<file path="src/rtl/fifo_pkg.sv">
// ---------------------------------------------------------------------------
// fifo_pkg
// Helpers and constants shared by the read-pointer/empty and the
// write-pointer/full control blocks of the dual-clock FIFO.
//   bin2gray / gray2bin : pointer code conversions. Operands are handled at
//                         FuncWidth bits; callers zero-extend narrower
//                         pointers and truncate the result back, which is
//                         exact for any pointer width up to FuncWidth.
//   PtrWidth / Depth    : pointer width and memory depth for the default
//                         address width.
// ---------------------------------------------------------------------------
package fifo_pkg;

    localparam int FuncWidth           = 32;
    localparam int DefaultAddressWidth = 4;
    localparam int PtrWidth            = DefaultAddressWidth + 1;
    localparam int Depth               = 1 << DefaultAddressWidth;

    function automatic logic [FuncWidth-1:0] bin2gray(input logic [FuncWidth-1:0] b);
        return b ^ (b >> 1);
    endfunction

    // Zero bits above the real pointer width leave the lower bits untouched,
    // since each binary bit is the XOR of all Gray bits at or above it.
    function automatic logic [FuncWidth-1:0] gray2bin(input logic [FuncWidth-1:0] g);
        logic [FuncWidth-1:0] b;
        b[FuncWidth-1] = g[FuncWidth-1];
        for (int i = FuncWidth - 2; i >= 0; i--) begin
            b[i] = b[i+1] ^ g[i];
        end
        return b;
    endfunction

endpackage

</file>
<file path="src/rtl/fifo_sync_stage.sv">
// ---------------------------------------------------------------------------
// fifo_sync_stage
// Multi-flop synchroniser for a Gray-coded pointer crossing clock domains.
// Used for both the write-to-read and the read-to-write pointer crossings.
//   clk_i  : destination-domain clock
//   rst_ni : asynchronous active-low reset, clears every stage
//   d_i    : Width-bit Gray value from the source domain (no logic in front)
//   q_o    : synchronised value, Stages clk_i edges after d_i settles
// ---------------------------------------------------------------------------
module fifo_sync_stage #(
    parameter int Width  = 5,
    parameter int Stages = 2
) (
    input  logic             clk_i,
    input  logic             rst_ni,
    input  logic [Width-1:0] d_i,
    output logic [Width-1:0] q_o
);

    logic [Width-1:0] sync_q [Stages];

    always_ff @(posedge clk_i or negedge rst_ni) begin
        if (!rst_ni) begin
            for (int i = 0; i < Stages; i++) begin
                sync_q[i] <= '0;
            end
        end else begin
            sync_q[0] <= d_i;
            for (int i = 1; i < Stages; i++) begin
                sync_q[i] <= sync_q[i-1];
            end
        end
    end

    assign q_o = sync_q[Stages-1];

endmodule

</file>
<file path="src/rtl/fifo_rd_ptr_empty_ctrl.sv">
// ---------------------------------------------------------------------------
// fifo_rd_ptr_empty_ctrl
// Read-side control of the dual-clock FIFO: owns the read pointer, drives
// the memory read address and derives registered empty / almost-empty /
// level / underflow from the synchronised write pointer.
//   rd_clk, rd_rst_n  : read clock, asynchronous active-low reset
//   rd_req            : pop request, honoured only while rd_empty=0
//   wr_ptr_gray       : Gray write pointer from the write domain
//   rd_addr           : memory read address (low bits of binary read ptr)
//   rd_ptr_gray       : registered Gray read pointer for the write domain
//   rd_empty          : registered empty flag
//   rd_almost_empty   : registered, level <= AlmostEmptyThreshold
//   rd_level          : registered occupancy seen from the read side
//   rd_underflow      : one-cycle pulse for a pop request while empty
// ---------------------------------------------------------------------------
module fifo_rd_ptr_empty_ctrl #(
    parameter int AddressWidth         = 4,
    parameter int AlmostEmptyThreshold = 2,
    parameter int SyncStages           = 2
) (
    input  logic                    rd_clk,
    input  logic                    rd_rst_n,
    input  logic                    rd_req,
    input  logic [AddressWidth:0]   wr_ptr_gray,
    output logic [AddressWidth-1:0] rd_addr,
    output logic [AddressWidth:0]   rd_ptr_gray,
    output logic                    rd_empty,
    output logic                    rd_almost_empty,
    output logic [AddressWidth:0]   rd_level,
    output logic                    rd_underflow
);

    import fifo_pkg::*;

    localparam int PtrW = AddressWidth + 1;
    localparam logic [PtrW-1:0] AeThreshold = PtrW'(AlmostEmptyThreshold);

    logic [PtrW-1:0] wr_gray_sync;
    logic [PtrW-1:0] wr_bin_sync;

    logic [PtrW-1:0] rd_bin_q,   rd_bin_d;
    logic [PtrW-1:0] rd_gray_q,  rd_gray_d;
    logic [PtrW-1:0] rd_level_q, rd_level_d;
    logic            rd_empty_q, rd_empty_d;
    logic            rd_aempty_q, rd_aempty_d;
    logic            rd_uflow_q, rd_uflow_d;
    logic            rd_inc;

    fifo_sync_stage #(
        .Width  (PtrW),
        .Stages (SyncStages)
    ) u_wr_ptr_sync (
        .clk_i  (rd_clk),
        .rst_ni (rd_rst_n),
        .d_i    (wr_ptr_gray),
        .q_o    (wr_gray_sync)
    );

    always_comb begin
        rd_inc      = rd_req & ~rd_empty_q;
        rd_bin_d    = rd_bin_q + PtrW'(rd_inc);
        rd_gray_d   = PtrW'(bin2gray(32'(rd_bin_d)));
        wr_bin_sync = PtrW'(gray2bin(32'(wr_gray_sync)));
        // Compare against the post-pop pointer so the pop that drains the
        // last word raises empty on the very next cycle. The full-width
        // Gray compare keeps the wrap bit, so full never aliases empty.
        rd_empty_d  = (rd_gray_d == wr_gray_sync);
        // Modulo subtraction stays correct across pointer wrap; the synced
        // write pointer lags, so the level can only under-report.
        rd_level_d  = wr_bin_sync - rd_bin_d;
        rd_aempty_d = (rd_level_d <= AeThreshold);
        rd_uflow_d  = rd_req & rd_empty_q;
    end

    always_ff @(posedge rd_clk or negedge rd_rst_n) begin
        if (!rd_rst_n) begin
            rd_bin_q    <= '0;
            rd_gray_q   <= '0;
            rd_level_q  <= '0;
            rd_empty_q  <= 1'b1;
            rd_aempty_q <= 1'b1;
            rd_uflow_q  <= 1'b0;
        end else begin
            rd_bin_q    <= rd_bin_d;
            rd_gray_q   <= rd_gray_d;
            rd_level_q  <= rd_level_d;
            rd_empty_q  <= rd_empty_d;
            rd_aempty_q <= rd_aempty_d;
            rd_uflow_q  <= rd_uflow_d;
        end
    end

    // The address comes straight from the pointer register, so it is valid
    // in the same cycle that rd_empty drops (first-word fall-through).
    assign rd_addr         = rd_bin_q[AddressWidth-1:0];
    assign rd_ptr_gray     = rd_gray_q;
    assign rd_empty        = rd_empty_q;
    assign rd_almost_empty = rd_aempty_q;
    assign rd_level        = rd_level_q;
    assign rd_underflow    = rd_uflow_q;

endmodule

</file>
<file path="config.mk">
export PLATFORM = sky130hd
export DESIGN_NAME = fifo_rd_ptr_empty_ctrl
export DESIGN_NICKNAME = d
export VERILOG_FILES = /design/src/rtl/fifo_pkg.sv /design/src/rtl/fifo_sync_stage.sv /design/src/rtl/fifo_rd_ptr_empty_ctrl.sv
export SDC_FILE = /design/constraint.sdc
export NUM_CORES = 1
export LEC_CHECK = 0
export ABC_AREA = 0
export BUFFER_PORTS_ARGS = -buffer_cell sky130_fd_sc_hd__buf_2
export CORE_MARGIN = 5
export CORE_UTILIZATION = 45
export DETAILED_ROUTE_END_ITERATION = 16
export GPL_ROUTABILITY_DRIVEN = 0
export GPL_TIMING_DRIVEN = 0
export PLACE_DENSITY = 0.67
export SYNTH_ARGS = -nofsm -noshare
export SYNTH_HDL_FRONTEND = slang
export SYNTH_SLANG_ARGS = --single-unit
export TNS_END_PERCENT = 5
</file>
<file path="constraint.sdc">
create_clock -name rd_clk -period 3.1 [get_ports rd_clk]
set_input_delay 0.155 -clock rd_clk [delete_from_list [all_inputs] [get_ports rd_clk]]
set_output_delay 0.155 -clock rd_clk [all_outputs]
set_load 0.01 [all_outputs]
</file>
# [After elaboration in Yosys (flattened, before gate mapping)]
# Index checks and enable logic that the tools add are counted.
[word_totals] ff_bits=28 input_bits=8 out_inout_bits=17 elab_cells=20
[classes] n_addsub=2 n_lt_le_gt_ge=1 eq_ne=1 bitwise=8
[op_table] cell="$add A5 B1 Y5" count=1
[op_table] cell="$eq A5 B5 Y1" count=1
[op_table] cell="$le A5 B2 Y1 const B" count=1
[op_table] cell="$sub A5 B5 Y5" count=1
[op_table] cell="$xor A5 B4 Y5" count=1
[op_table] cell="$xor A1 B1 Y1" count=4
[op_table] cell="$and A1 B1 Y1" count=2
[op_table] cell="$not A1 Y1" count=1

# [Longest topological paths before layout]
# Gate-level depths: netlist of the first run.
[logic_depth] word_depth=6 ltp_mapped=9 mapped_depth_nobuf=9

# [Modules after synthesis]
# Synthesis of the first run repeated with hierarchy kept, for this count alone.
[unflattened] cells_unflattened=86 area_unflattened_um2=1193.6
[by_module_without_submodules] module="fifo_rd_ptr_empty_ctrl" n_inst=1 cells_each=71 area_each_um2=905.9 seq_area_each_um2=427.9
[by_module_without_submodules] module="fifo_sync_stage" n_inst=1 cells_each=15 area_each_um2=287.8 seq_area_each_um2=250.2

# [Least setup slack after synthesis of the first run]
# Ideal clock, no wire load.
[synth_path] path_kind="register -> register" start="register u_wr_ptr_sync.sync_q (netlist bit u_wr_ptr_sync.q_o[4])" end="register rd_aempty_q, in the netlist rd_almost_empty" setup_ns=0.105 arrival_time_ns=2.500 t_required_ns=2.995 slack_ns=0.495 stages_incl_launch_ff=10 path_buffers=0 synth_period_minus_slack_ns=2.605 cell_sequence="dfrtp_1 xor3_2 xor2_1 xnor2_1 ha_1 inv_1 fa_1 a31oi_1 xnor2_1 a2111oi_2"
[synth_between] elab_chain_len=6
[synth_lines] item="from (decl)" line="fifo_sync_stage.sv:20" source="logic [Width-1:0] sync_q [Stages];"
[synth_lines] item="from (signal, indexed assignment)" line="fifo_sync_stage.sv:30" source="sync_q[i] <= sync_q[i-1];"
[synth_lines] item="$xor A1 B1 Y1 (4 in series)" line="fifo_pkg.sv:29" source="b[i] = b[i+1] ^ g[i];"
[synth_lines] item="$sub A5 B5 Y5 *" line="fifo_rd_ptr_empty_ctrl.sv:70" source="rd_level_d = wr_bin_sync - rd_bin_d;"
[synth_lines] item="named net rd_level_d[4]" line="fifo_rd_ptr_empty_ctrl.sv:43" source="logic [PtrW-1:0] rd_level_q, rd_level_d;"
[synth_lines] item="$le A5 B2 Y1 *" line="fifo_rd_ptr_empty_ctrl.sv:71" source="rd_aempty_d = (rd_level_d <= AeThreshold);"
[synth_lines] item="named net rd_aempty_d" line="fifo_rd_ptr_empty_ctrl.sv:45" source="logic rd_aempty_q, rd_aempty_d;"
[synth_lines] item="to (signal assigned)" line="fifo_rd_ptr_empty_ctrl.sv:88" source="rd_aempty_q <= rd_aempty_d;"
[synth_lines] item="to (decl)" line="fifo_rd_ptr_empty_ctrl.sv:45"
# Mark *: on every way through the listed nets, which the timed path passes. The rest lies on a longest branch.

# [Final worst setup path of the first run]
# Same ends and word-level chain as after synthesis.

==> results by stage, run 1 <==
Timing:
- The number of failing hold endpoints at the final stage came to 0.
- In the finished design, the share of the clock period the worst path needs comes to between 90 and 100%.
- The worst hold margin is 0.0524 ns.
- The worst path in the final design needs a cycle of roughly 2.8 ns, including I/O delays and setup.
- The worst pin sits at a relative slew slack of between 60% and 70%.
- Across the routed clock network, the largest skew measured is 0.00390 ns.
- The number of max-slew violations in the final report is 0.
- Setup repair after global routing left no endpoint under its margin.
- Based on the critical path, the design can be clocked at up to ~0.36 GHz.
- The total negative slack for setup checks is 0 ns.
- The measured slew at the worst slew-check pin is just under 0.6 ns.
- The count of final setup violators is 0.

Routing:
- Summing over every cut layer, the via total after detailed routing is 690.
- For this run, the detailed router's first-pass iteration total came to 3.
- The first routing iteration left 11 violations.
- The remaining number of nets flagged by the antenna check after routing is 0.
- The average wire length per cell after detail routing is 13.1 um.
- In the routed design, unresolved DRC markers number 0.
- The post-detailed-route via-to-cell ratio is about 4.8.
- The wire length reported by the detailed router is ~1.9 mm.

Floorplan:
- The die covers between 3000 and 4000 um^2.
- The initial core utilization is ~47%.
- The count of standard-cell rows is 18.
- The die is 60.7 um tall.
- The area inside the core boundary is 2480 um^2.
- The horizontal die dimension is between 60 and 70 um.
- For this design the top-level I/O count stands at 25.

Placement:
- The number of buffers added on ports is 24.
- The estimated wirelength of the detail-placed design is approximately 1.4 mm.
- Including well taps, the total number of placed cells is roughly 140.

Worst setup path:
- STA classifies the critical path endpoint as a register.
- The largest fanout on the critical path is 3.
- The cell family with the largest share of critical-path delay is XOR/XNOR gates.
- Counting stages on the worst path, the most repeated cell is sky130_fd_sc_hd__xnor2_1.
- The setup path with the least slack is of type register to register.
- Walking the worst path, the cells encountered are xor3_2, xor2_2, xnor2_1, ha_1, inv_1, fa_1, a31oi_1, xnor2_1, a2111oi_2.
- STA classifies the critical path startpoint as a register.
- The count of buffer and inverter cells on the critical path is 1.
- For the worst setup path, the data arrival time is about 3.0 ns.
- The data required time of the worst path is approximately 3.3 ns.
- The highest-delay cell along the critical path is sky130_fd_sc_hd__xor3_2.
- For this run, the slowest stage of the critical path takes around 0.52 ns.

CTS:
- The maximum root-to-sink buffer count is 2.
- The root buffer cell is sky130_fd_sc_hd__clkbuf_4.
- The clock input transition at the sequential cells of the worst setup and hold paths is approximately 0.13 ns.
- After clock tree synthesis, the setup repair step added 0 buffers.
- The clock buffer count from CTS is 3.
- The count of H-tree levels built during CTS is 1.
- For the worst-skew pair, the clock arrives at the later sink with an insertion delay of 0.31 ns.
- TritonCTS built the clock tree.
- The tree built by TritonCTS fans out to 27 sinks.

Finish:
- The number of nets at the end of the flow is between 100 and 150.
- The antenna diode instance count is 0.
- Fill cells in the final layout number 220.
- The count of non-filler cells in the finished layout is ~150.
- The layout overhead on the synthesized area is 21.8%.
- The post-route netlist has 29.6% of its cells at a drive strength greater than 1.
- The share of the core filled with cells is between 50% and 60%.

Pwr:
- The power after layout is between 0.0015 and 0.002 W.
- The analysis attributes to cell leakage a power of approximately 0.7 nW.
- The worst-case IR drop observed on VDD is roughly 0.59 mV.
- The power per cell area is ~1100 nW/um^2.

Logic synthesis:
- Ranked by instance count, the synthesized netlist is headed by sky130_fd_sc_hd__dfrtp_1 (25), sky130_fd_sc_hd__xnor2_1 (15), sky130_fd_sc_hd__ha_1 (6), sky130_fd_sc_hd__inv_1 (6), sky130_fd_sc_hd__xor2_1 (6).
- The share of Yosys cell area claimed by the top area cell type is between 50% and 60%.
- When the netlist entered floorplanning its net count stood at 96.
- Sorting the synthesized cells by area gives the leading types as sky130_fd_sc_hd__dfrtp_1 (54%), sky130_fd_sc_hd__xnor2_1 (11%), sky130_fd_sc_hd__ha_1 (6.5%).
- The share of synthesized flip-flops with an asynchronous set or reset is 100%.
- The most frequent cell after synthesis is sky130_fd_sc_hd__dfrtp_1.
- Synthesis instantiated 22 different standard cells from the library.
- The number of enable flip-flop cells after synthesis is 0.
- sky130_fd_sc_hd__dfrtp_1 takes more of the synthesized area than any other cell.
- The sequential-to-total area share from yosys stat is between 50% and 60%.
- Counting flops and latches in the post-synthesis netlist gives 27.
- In this run the mean area of a mapped cell was 14.3 um^2.
- The netlist area before placement is roughly 1200 um^2.
- The count of synthesis-stage warnings from yosys is 0.
- In the synthesized netlist the dominant register cell turns out to be sky130_fd_sc_hd__dfrtp_1.
- The instance count of the mapped netlist is between 80 and 90.

Worst hold path:
- The worst hold path belongs to the class input pin to register.

GRT:
- The overall overflow remaining after global route is 0.
- The wire length of the first global-routing pass is about 3.3 mm.
- The global-route usage over all layers is 12.4%.
- The initial antenna violation count was 0.
- The via count of the first global-routing pass came to ~740.
- Entering global routing, the biggest net connects 28 pins.

Flow run:
- Across the run, the number of max-cap violations was 0.

Status:
- The run finished with clean final reports.
placed cells by master, fill, tap and decap left out, types with 2 or more instances in the layout:
| master | instances |
|---|---|
| sky130_fd_sc_hd__xnor2_1 | 15 |
| sky130_fd_sc_hd__nand3_1 | 2 |
| sky130_fd_sc_hd__buf_4 | 2 |
| sky130_fd_sc_hd__dlygate4sd3_1 | 6 |
| sky130_fd_sc_hd__a21o_1 | 2 |
| sky130_fd_sc_hd__dfrtp_1 | 25 |
| sky130_fd_sc_hd__xor2_1 | 5 |
| sky130_fd_sc_hd__a21oi_1 | 2 |
| sky130_fd_sc_hd__ha_1 | 6 |
| sky130_fd_sc_hd__clkbuf_4 | 3 |
| sky130_fd_sc_hd__inv_1 | 6 |
| sky130_fd_sc_hd__dfstp_2 | 2 |
| sky130_fd_sc_hd__nor2b_1 | 2 |
| sky130_fd_sc_hd__buf_2 | 24 |
report_power, final:
group          switching, W  leakage [nW]  internal (W)
Combinational      0.000483         0.353      0.000410
Clock             0.0000936        0.0150     0.0000502
Sequential        0.0000472         0.315      0.000482
Total              0.000623         0.683      0.000941
per-layer routing:
metal | wire [um] | GRT usage [%] | up-vias
met5 | 0 | 0 | -
met4 | 15 | 5.57 | 0
met3 | 113 | 2.13 | 2
met2 | 970 | 22.1 | 17
met1 | 802 | 14.3 | 341
li1 | - | - | 330
per-stage QoR:
step,setup WS [ns],instance area [um^2]
global placement,0.372,1310
finish,0.301,1410
floorplan,0.495,1160
CTS,0.180,1400
global route,0.0583,1410
detailed placement,0.219,1310
worst paths after layout:
| check | startpoint | to | slack [ns] | cells past startpoint |
|---|---|---|---|---|
| min reg2reg | u_wr_ptr_sync.sync_q[8] | u_wr_ptr_sync.q_o[3] | 0.36 | 0 |
| max in group asynchronous | rd_rst_n | u_wr_ptr_sync.sync_q[6] | 2.36 | 2 |
| max reg2reg | u_wr_ptr_sync.q_o[4] | rd_almost_empty | 0.30 | 9 |
| min in group asynchronous | rd_rst_n | rd_bin_q[2] | 0.36 | 2 |
| max | u_wr_ptr_sync.q_o[4] | rd_almost_empty | 0.30 | 9 |
| min | rd_req | rd_underflow | 0.05 | 2 |
repair_timing:
item | CTS | global route
hold endpoints to repair | 30 | 0
setup endpoints to repair | 0 | 1
gates resized for setup | 0 | 1
hold buffers | 6 | 0
kinds of logic after synthesis:
| family | Yosys count | share of synthesized area [%] |
|---|---|---|
| compound gates | 7 | 4.76 |
| xor+xnor | 23 | 20.1 |
| fa+ha+maj | 7 | 8.23 |
| buf+inv | 8 | 3.25 |
| flops | 27 | 58.7 |
| simple gates | 9 | 4.98 |
registers in the layout (all words and copies together) (netlist names):
signal and cells:
rd_almost_empty 1, rd_ptr_gray 4, rd_bin_q 5, rd_empty 1, u_wr_ptr_sync.sync_q 5, u_wr_ptr_sync.q_o 5
rd_underflow 1, rd_level 5
final cells by class:
| type | instances | area, um^2 | share of cell area (%) |
|---|---|---|---|
| Timing Repair Buffer | 30 | 180 | 12.8 |
| Tap cell | 30 | 37.5 | 2.67 |
| Buffer | 2 | 15.0 | 1.07 |
| Clock buffer | 4 | 26.3 | 1.87 |
| Inverter | 6 | 22.5 | 1.60 |
| Sequential cell | 27 | 678 | 48.2 |
| Multi-Input combinational cell | 46 | 448 | 31.8 |
No activity file was read; power rests on OpenSTA's default activity.
==> run 2: changes to the inputs <==
- ABC_AREA: 0 -> 1
- MAX_ROUTING_LAYER: not set -> met4
- PLACE_DENSITY: 0.67 -> 0.66
==> run 2 against run 1 <==
Against the previous run:
- die area up 12%
- hold slack got worse by 0.019 ns
- cell area grew 12%
- sequential power decreased by 2%
- via count increased by 46%
- area after synthesis rose by 15%
- fmax is 16% higher
- synthesized cell count increased by 78%
- largest cell class unchanged
- highest routed layer unchanged
==> results by stage, run 2 <==
Timing:
- The total negative slack for setup checks was 0 ns (unchanged).
- The top achievable clock speed is 0.413 GHz (+16%).
- The post-route clock period utilization is 78.2% (-12 points).
- The measured slew at the worst slew-check pin is 0.568 ns (-0.0191 ns).
- The maximum clock skew at final layout is 0.00317 ns (-0.000736 ns).
- The count of final setup violators is 0 (unchanged).
- The number of max-slew violations in the final report came to 0 (unchanged).
- The worst setup slack after layout is 0.677 ns (+0.376 ns).
- The number of failing hold endpoints at the final stage is 0 (unchanged).
- The clock period minus final worst setup slack came to 2.42 ns (-0.376 ns).
- Setup repair after global routing left no endpoint under its margin.
- The worst slew margin relative to its limit is 62.1% (+1.3 points).

Logic synthesis:
- The most used flip-flop cell after synthesis is sky130_fd_sc_hd__dfrtp_1.
- The commonest cells after synthesis are sky130_fd_sc_hd__nand2_1 (36), sky130_fd_sc_hd__dfrtp_1 (25), sky130_fd_sc_hd__inv_1 (18), sky130_fd_sc_hd__nand2_2 (17), sky130_fd_sc_hd__nand3_1 (14).
- The share of synthesized flip-flops with an asynchronous set or reset is 100% (unchanged).
- The instance count of the mapped netlist is 144 (+78%).
- The fraction of synthesized area in multiplexers was 0% (unchanged).
- The sequential-to-total area share from yosys stat is 51.2% (-7.4 points).
- The post-synthesis share of cell area spent on and, or, nand and nor gates is 30.7% (+26 points).
- The post-synthesis adder-cell area fraction is 7.18% (-1.0 points).
- The number of enable flip-flop cells after synthesis was 0 (unchanged).
- Of all cell types, the one taking the most synthesized area is sky130_fd_sc_hd__dfrtp_1.
- The count of distinct cell types in the synthesized netlist is 20 (-9.1%).
- The netlist area before placement is 1320 um^2 (+15%).
- The count of synthesis-stage warnings from yosys is 0 (unchanged).
- The main combinational cell family by area after synthesis is simple AND/OR/NAND/NOR gates.
- In the post-synthesis netlist, the biggest area contributors are sky130_fd_sc_hd__dfrtp_1 (47%), sky130_fd_sc_hd__nand2_1 (10%), sky130_fd_sc_hd__nand2_2 (8.0%).
- The average cell area after synthesis is 9.19 um^2 (-36%).
- The number of synthesized register bits is 27 (unchanged).
- The most frequent cell after synthesis is sky130_fd_sc_hd__nand2_1.
- The post-synth net total is 159 (+66%).
- The share of Yosys cell area claimed by the top area cell type was 47.3% (-6.9 points).
- The complex-gate fraction of the synthesized area was 1.42% (-3.3 points).
- The post-synthesis xor/xnor area fraction is 3.21% (-17 points).

CTS:
- The tree is rooted in a sky130_fd_sc_hd__clkbuf_4.
- The count of H-tree levels built during CTS is 1 (unchanged).
- The insertion delay to the later sink of the worst-skew pair is 0.32 ns (about the same).
- The number of post-CTS setup repair buffers is 0 (unchanged).
- The clock buffer count from CTS is 3 (unchanged).
- The number of gates given a new drive strength after cts came to 0 (unchanged).
- The clock input transition at the sequential cells of the worst setup and hold paths is 0.14 ns (about the same).
- The number of sinks on the clock net is 27 (unchanged).
- The quantity of hold-fixing buffers added after cts is 6 (unchanged).
- The maximum root-to-sink buffer count is 2 (unchanged).
- The TritonCTS clock tree is done.

Worst setup path:
- The worst setup path is captured at a register.
- The arrival time of the worst setup path came to 2.69 ns (-0.33 ns).
- The data required time of the worst path is 3.37 ns (+0.05 ns).
- The critical path class is register to register.
- The largest fanout on the critical path is 4 (+1).
- The worst setup path is launched from a register.

Placement:
- The cell count after placement is 199 (+47%).
- The number of buffers added on ports was 24 (unchanged).
- The pre-CTS setup slack is 0.748 ns (+0.529 ns).
- The estimated wirelength of the detail-placed design is 1.79 mm (+28%).

GRT:
- The met1 usage came to 14.8% (+0.46 points).
- The via count of the first global-routing pass came to 1076 (+46%).
- The overall overflow remaining after global route is 0 (unchanged).
- The global-route usage over all layers is 13.3% (+0.93 points).
- The met3 usage in global routing is 2.10% (-0.026 points).
- The largest net degree at the start of global routing is 28 (unchanged).
- The wire length of the first global-routing pass is 4.35 mm (+32%).
- The initial antenna violation count is 0 (unchanged).
- The met2 usage is 23.1% (+0.98 points).
- The layer flagged by global routing as most heavily used is met2.

Floorplan:
- The initial core utilization is 47.6% (+0.93 points).
- The chip height is 64.2 um (+5.8%).
- The area inside the core boundary is 2780 um^2 (+12%).
- The count of standard-cell rows is 19 (+1).
- The area of the die is 4130 um^2 (+12%).
- The horizontal die dimension came to 64.2 um (+5.8%).
- The top-level port count is 25 (unchanged).

Routing:
- The average wire length per cell after detail routing is 11.4 um (-13%).
- The detailed router's first-iteration violation count is 42 (+31).
- The number of search-and-repair iterations in the first detailed-routing pass came to 4 (+1).
- The post-detailed-route via-to-cell ratio is 4.80 (+0.95%).
- The remaining number of nets flagged by the antenna check after routing is 0 (unchanged).
- The wire length reported by the detailed router came to 2.38 mm (+25%).
- The total number of vias is 1004 (+46%).
- The remaining routing DRC violations was 0 (unchanged).

Pwr:
- The worst ir drop on vdd was 0.565 mV (-3.5%).
- The power per cell area is 943 nW/um^2 (-15%).
- The leakage power is 0.869 nW (+27%).

Finish:
- The area of the multi-input gates is 563 um^2 (+26%).
- The number of fillers in the final layout is 254 (+15%).
- The top cell types in the final layout, fill and taps aside, are sky130_fd_sc_hd__nand2_1 (36), sky130_fd_sc_hd__dfrtp_1 (25), sky130_fd_sc_hd__buf_2 (24), sky130_fd_sc_hd__inv_1 (18), sky130_fd_sc_hd__nand2_2 (17).
- The count of non-filler cells in the finished layout is 209 (+44%).
- The library cell used most frequently in the layout, excluding fill and tap cells, is sky130_fd_sc_hd__nand2_1.
- The share of post-route cells with drive strength above 1 is 33.1% (+3.6 points).
- The number of nets at the end of the flow is 194 (+48%).
- The layout overhead on the synthesized area is 18.6%.
- The area taken by flip-flops and latches is 678 um^2 (unchanged).
- The antenna diode instance count was 0 (unchanged).

Status:
- The run finished with clean final reports.

Worst hold path:
- The worst min-delay path category is input pin to register.

Flow run:
- The number of maximum-capacitance constraint violations is 0 (unchanged).
run 2: cell types whose count changed in the layout (fill, tap and decap cells not counted), moves of 4 or more:
cell / previous run / this run
sky130_fd_sc_hd__nand2_1: 1 / 36
sky130_fd_sc_hd__nand2_2: 0 / 17
sky130_fd_sc_hd__nor2_2: 0 / 4
sky130_fd_sc_hd__nor2_1: 0 / 5
sky130_fd_sc_hd__inv_1: 6 / 18
sky130_fd_sc_hd__nand3_1: 2 / 14
sky130_fd_sc_hd__xnor2_1: 15 / 0
run 2: critical path, cell delays in order (launching register included):
cell and delay, ns:
sky130_fd_sc_hd__dfrtp_1 0.42, sky130_fd_sc_hd__inv_1 0.07, sky130_fd_sc_hd__nand2_1 0.06, sky130_fd_sc_hd__nand3_1 0.12
sky130_fd_sc_hd__nand2_2 0.14, sky130_fd_sc_hd__xor2_2 0.25, sky130_fd_sc_hd__xor2_1 0.19, sky130_fd_sc_hd__ha_1 0.18
sky130_fd_sc_hd__inv_1 0.07, sky130_fd_sc_hd__fa_1 0.46, sky130_fd_sc_hd__inv_1 0.07, sky130_fd_sc_hd__nor2_1 0.04
sky130_fd_sc_hd__nor2_1 0.09, sky130_fd_sc_hd__nand3_1 0.09, sky130_fd_sc_hd__nor2_2 0.11
run 2: power breakdown:
| part | switching [W] | total, W | internal (W) |
|---|---|---|---|
| sequential | 0.0000537 | 0.000519 | 0.000465 |
| combinational | 0.000509 | 0.000815 | 0.000306 |
| clock | 0.0000989 | 0.000147 | 0.0000483 |
run 2: cells by family after synthesis:
| logic type | after synthesis |
|---|---|
| simple gates | 82 |
| flops | 27 |
| buf+inv | 21 |
| fa+ha+maj | 7 |
| xor+xnor | 4 |
| compound gates | 3 |
run 2: worst paths after layout:
check	startpoint	end	slack (ns)	cells past startpoint
hold reg to reg	u_wr_ptr_sync.sync_q[9]	u_wr_ptr_sync.q_o[4]	0.37	0
min in group asynchronous	rd_rst_n	u_wr_ptr_sync.sync_q[8]	0.35	2
max in group asynchronous	rd_rst_n	rd_empty	2.38	2
setup reg to reg	u_wr_ptr_sync.q_o[3]	rd_almost_empty	0.68	14
setup / recovery	u_wr_ptr_sync.q_o[3]	rd_almost_empty	0.68	14
hold / removal	rd_req	rd_underflow	0.03	3
run 2: area by class of cell:
cell class | count | share of cell area [%]
buffer | 1 | 0.478
clock buffer | 3 | 1.43
clock inverter | 1 | 0.319
inverter | 20 | 4.78
multi-input combinational | 96 | 35.9
sequential | 27 | 43.2
tap | 31 | 2.47
timing repair buffer | 30 | 11.5
run 2: layer usage:
| layer | part of all wire, % | vias up |
|---|---|---|
| met5 | 0 | - |
| met4 | 2.6 | 0 |
| met3 | 4.2 | 7 |
| met2 | 50 | 23 |
| met1 | 43 | 465 |
| li1 | - | 509 |
run 2: per-stage QoR:
step,hold slack [ns],power [W],cell area (um^2),utilization [%]
finish,0.0339,0.00148,1570,56.5
global route,0.0353,0.00164,1570,56.5
floorplan,-0.141,0.00112,1320,-
detailed placement,0.188,0.00134,1480,53.3
CTS,0.0273,0.00151,1570,56.5
global placement,0.177,0.00132,1480,53.3
==> run 3: changes to the inputs <==
- ABC_AREA: 1 -> 0
- PLACE_DENSITY: 0.66 -> 0.67
- clock period: 3.1 -> 2.3 ns (I/O delays scaled with it)
==> run 3 against run 2 <==
Against the previous run:
- the flow now finishes with violations (negative setup slack)
- cell area decreased by 2.9%
- register-to-register slack lost 0.77 ns
- non-clock buffer count is 7 higher
- clock power up 39%
- clock skew barely moved
- sequential power rose by 38%
- via count shrank 31%
- critical endpoint unchanged
- largest cell class unchanged
==> results by stage, run 3 (synthesized netlist as in run 1, its figures left out) <==
Status:
- The run finished, with violations left.
- The final reports fail on negative setup slack.

GRT:
- The initial antenna violation count is 0 (unchanged).
- The largest net degree at the start of global routing is 28 (unchanged).
- The overall overflow remaining after global route is 0 (unchanged).
- The via count of the first global-routing pass came to 718 (-33%).
- The global-route usage over all layers was 13.2% (-0.078 points).
- The wire length of the first global-routing pass is 3.44 mm (-21%).

Routing:
- The number of search-and-repair iterations in the first detailed-routing pass is 4 (unchanged).
- The met3 layer wire length in the routed design is 123 um (+22%).
- The total length of routed met2 wires came to 885 um (-26%).
- The average wire length per cell after detail routing is 12.7 um (+12%).
- The remaining routing DRC violations came to 0 (unchanged).
- The post-detailed-route via-to-cell ratio is 4.58 (-4.6%).
- The total number of vias is 692 (-31%).
- The highest metal layer used by the detailed router is met4.
- The detailed router's first-iteration violation count is 13 (-69%).
- The wire length reported by the detailed router is 1.92 mm (-19%).
- The remaining number of nets flagged by the antenna check after routing came to 0 (unchanged).
- The detailed-route wire length on metal 1 is 872 um (-15%).

Finish:
- Compared with the post-synthesis result, the final layout area differs by 31.9%.
- The number of nets at the end of the flow is 137 (-29%).
- The share of post-route cells with drive strength above 1 is 38.8% (+5.7 points).
- The antenna diode instance count is 0 (unchanged).
- The library cell used most frequently in the layout, excluding fill and tap cells, is sky130_fd_sc_hd__dfrtp_1.
- Leaving out fill and tap cells, the most frequent cells in the layout are sky130_fd_sc_hd__dfrtp_1 (25), sky130_fd_sc_hd__buf_2 (24), sky130_fd_sc_hd__xnor2_1 (13), sky130_fd_sc_hd__buf_4 (7), sky130_fd_sc_hd__dlygate4sd3_1 (7).

CTS:
- The clock input transition at the sequential cells of the worst setup and hold paths is 0.14 ns (about the same).
- The tree is rooted in a sky130_fd_sc_hd__clkbuf_4.
- The insertion delay to the later sink of the worst-skew pair came to 0.33 ns (about the same).
- The maximum root-to-sink buffer count came to 2 (unchanged).
- The clock buffer count from CTS was 3 (unchanged).
- The count of H-tree levels built during CTS is 1 (unchanged).
- TritonCTS built the clock tree.
- The number of sinks on the clock net is 27 (unchanged).

Worst setup path:
- The cell family with the largest share of critical-path delay is XOR/XNOR gates.
- Among all stages on the critical path, the largest delay is contributed by sky130_fd_sc_hd__xor3_2.
- The largest fanout on the critical path is 2 (-2).
- The worst setup path is launched from a register.
- The data required time of the worst path is 2.54 ns (-0.83 ns).
- The maximum cell stage delay along the critical path is 0.45 ns (about the same).
- The setup path with the least slack is of type register to register.
- The signal on the critical path passes through xor3_2, xor2_4, xnor2_1, ha_1, inv_1, fa_2, a31oi_4, xnor2_2, a2111oi_4.
- The arrival time of the worst setup path is 2.64 ns (-0.05 ns).
- STA classifies the critical path endpoint as a register.
- The count of buffer and inverter cells on the critical path is 1 (-2).

Timing:
- The worst setup slack after layout came to -0.0968 ns (-0.774 ns).
- The post-route clock period utilization was 104% (+26 points).
- The count of final setup violators was 1 (+1).
- The worst slew margin relative to its limit is 61.7% (-0.36 points).
- Setup repair after global routing could not meet its margin everywhere.
- The measured slew at the worst slew-check pin is 0.574 ns (+0.00546 ns).
- The number of failing hold endpoints at the final stage is 0 (unchanged).
- The top achievable clock speed came to 0.417 GHz (+1.1%).
- The maximum clock skew at final layout came to 0.00306 ns (-0.000104 ns).
- The number of max-slew violations in the final report came to 0 (unchanged).
- The clock period minus final worst setup slack is 2.40 ns (-0.0261 ns).
- The total negative slack for setup checks is -0.0968 ns (-0.0968 ns).

Pwr:
- The worst ir drop on vdd is 0.872 mV (+54%).
- The power per cell area is 1520 nW/um^2 (+61%).
- The leakage power is 0.730 nW (-16%).

Floorplan:
- The top-level port count was 25 (unchanged).
- The area of the die is 3680 um^2 (-11%).
- The count of standard-cell rows is 18 (-1).
- The horizontal die dimension is 60.7 um (-5.5%).
- The chip height is 60.7 um (-5.5%).
- The area inside the core boundary is 2480 um^2 (-11%).
- The initial core utilization is 46.7% (-0.93 points).

Placement:
- The pre-CTS setup slack is -0.249 ns (-0.998 ns).
- The number of buffers added on ports is 24 (unchanged).
- The estimated wirelength of the detail-placed design came to 1.32 mm (-26%).

Worst hold path:
- The worst min-delay path category is input pin to register.

Flow run:
- The number of maximum-capacitance constraint violations came to 0 (unchanged).
## run 3: final cells by class
class	count	area [um^2]
clock buffer	3	22.5
timing repair buffer	36	228
clock inverter	1	5.00
multi-input combinational	46	517
tap	30	37.5
sequential	27	678
inverter	6	22.5
fill	193	952
buffer	2	15.0
## run 3: routing by layer
layer / up-vias / GRT usage (%)
li1: 342 / -
met1: 326 / 17.7
met2: 19 / 19.1
met3: 5 / 3.19
met4: 0 / 5.57
met5: - / -
## run 3: power by group
| group | internal, W | total [W] | leakage (nW) | switching, W |
|---|---|---|---|---|
| clock | 0.0000653 | 0.000205 | 0.0177 | 0.000140 |
| sequential | 0.000649 | 0.000717 | 0.315 | 0.0000680 |
| combinational | 0.000661 | 0.00139 | 0.397 | 0.000730 |
## run 3: metrics by stage
step	hold WS, ns	instance area, um^2	utilization, %	total power, W	cells
detailed placement	0.150	1330	53.7	0.00193	135
global route	0.325	1530	61.6	0.00254	151
floorplan	-0.181	1170	-	0.00163	81
finish	0.294	1530	61.6	0.00231	151
CTS	0.317	1510	61.0	0.00227	151
global placement	0.142	1330	53.7	0.00191	135
## run 3: worst paths after layout
kind                                         startpoint                    to  slack (ns)  cells after the start
worst max-delay path               u_wr_ptr_sync.q_o[4]       rd_almost_empty        -0.1                      9
worst min-delay path                             rd_req           rd_bin_q[0]        0.29                      3
worst max register to register     u_wr_ptr_sync.q_o[4]       rd_almost_empty        -0.1                      9
worst min register to register  u_wr_ptr_sync.sync_q[9]  u_wr_ptr_sync.q_o[4]        0.37                      0
max in group asynchronous                      rd_rst_n              rd_empty        1.63                      2
min in group asynchronous                      rd_rst_n        rd_ptr_gray[0]        0.30                      2
## run 3: worst register-to-register path, delay by kind of cell (launching register included)
family / cells / cell delay [ns]
buf+inv: 1 / 0.06
xor+xnor: 4 / 0.90
flops: 1 / 0.43
compound gates: 2 / 0.40
fa+ha+maj: 2 / 0.53
## run 3: repair_timing
| action | CTS | global route |
|---|---|---|
| setup buffers | 5 | 0 |
| resized for setup | 6 | 2 |
| hold buffers | 7 | 0 |
| pin swaps | 5 | 0 |
| setup endpoints to repair | 2 | 2 |
| endpoints found under the hold margin | 31 | 0 |
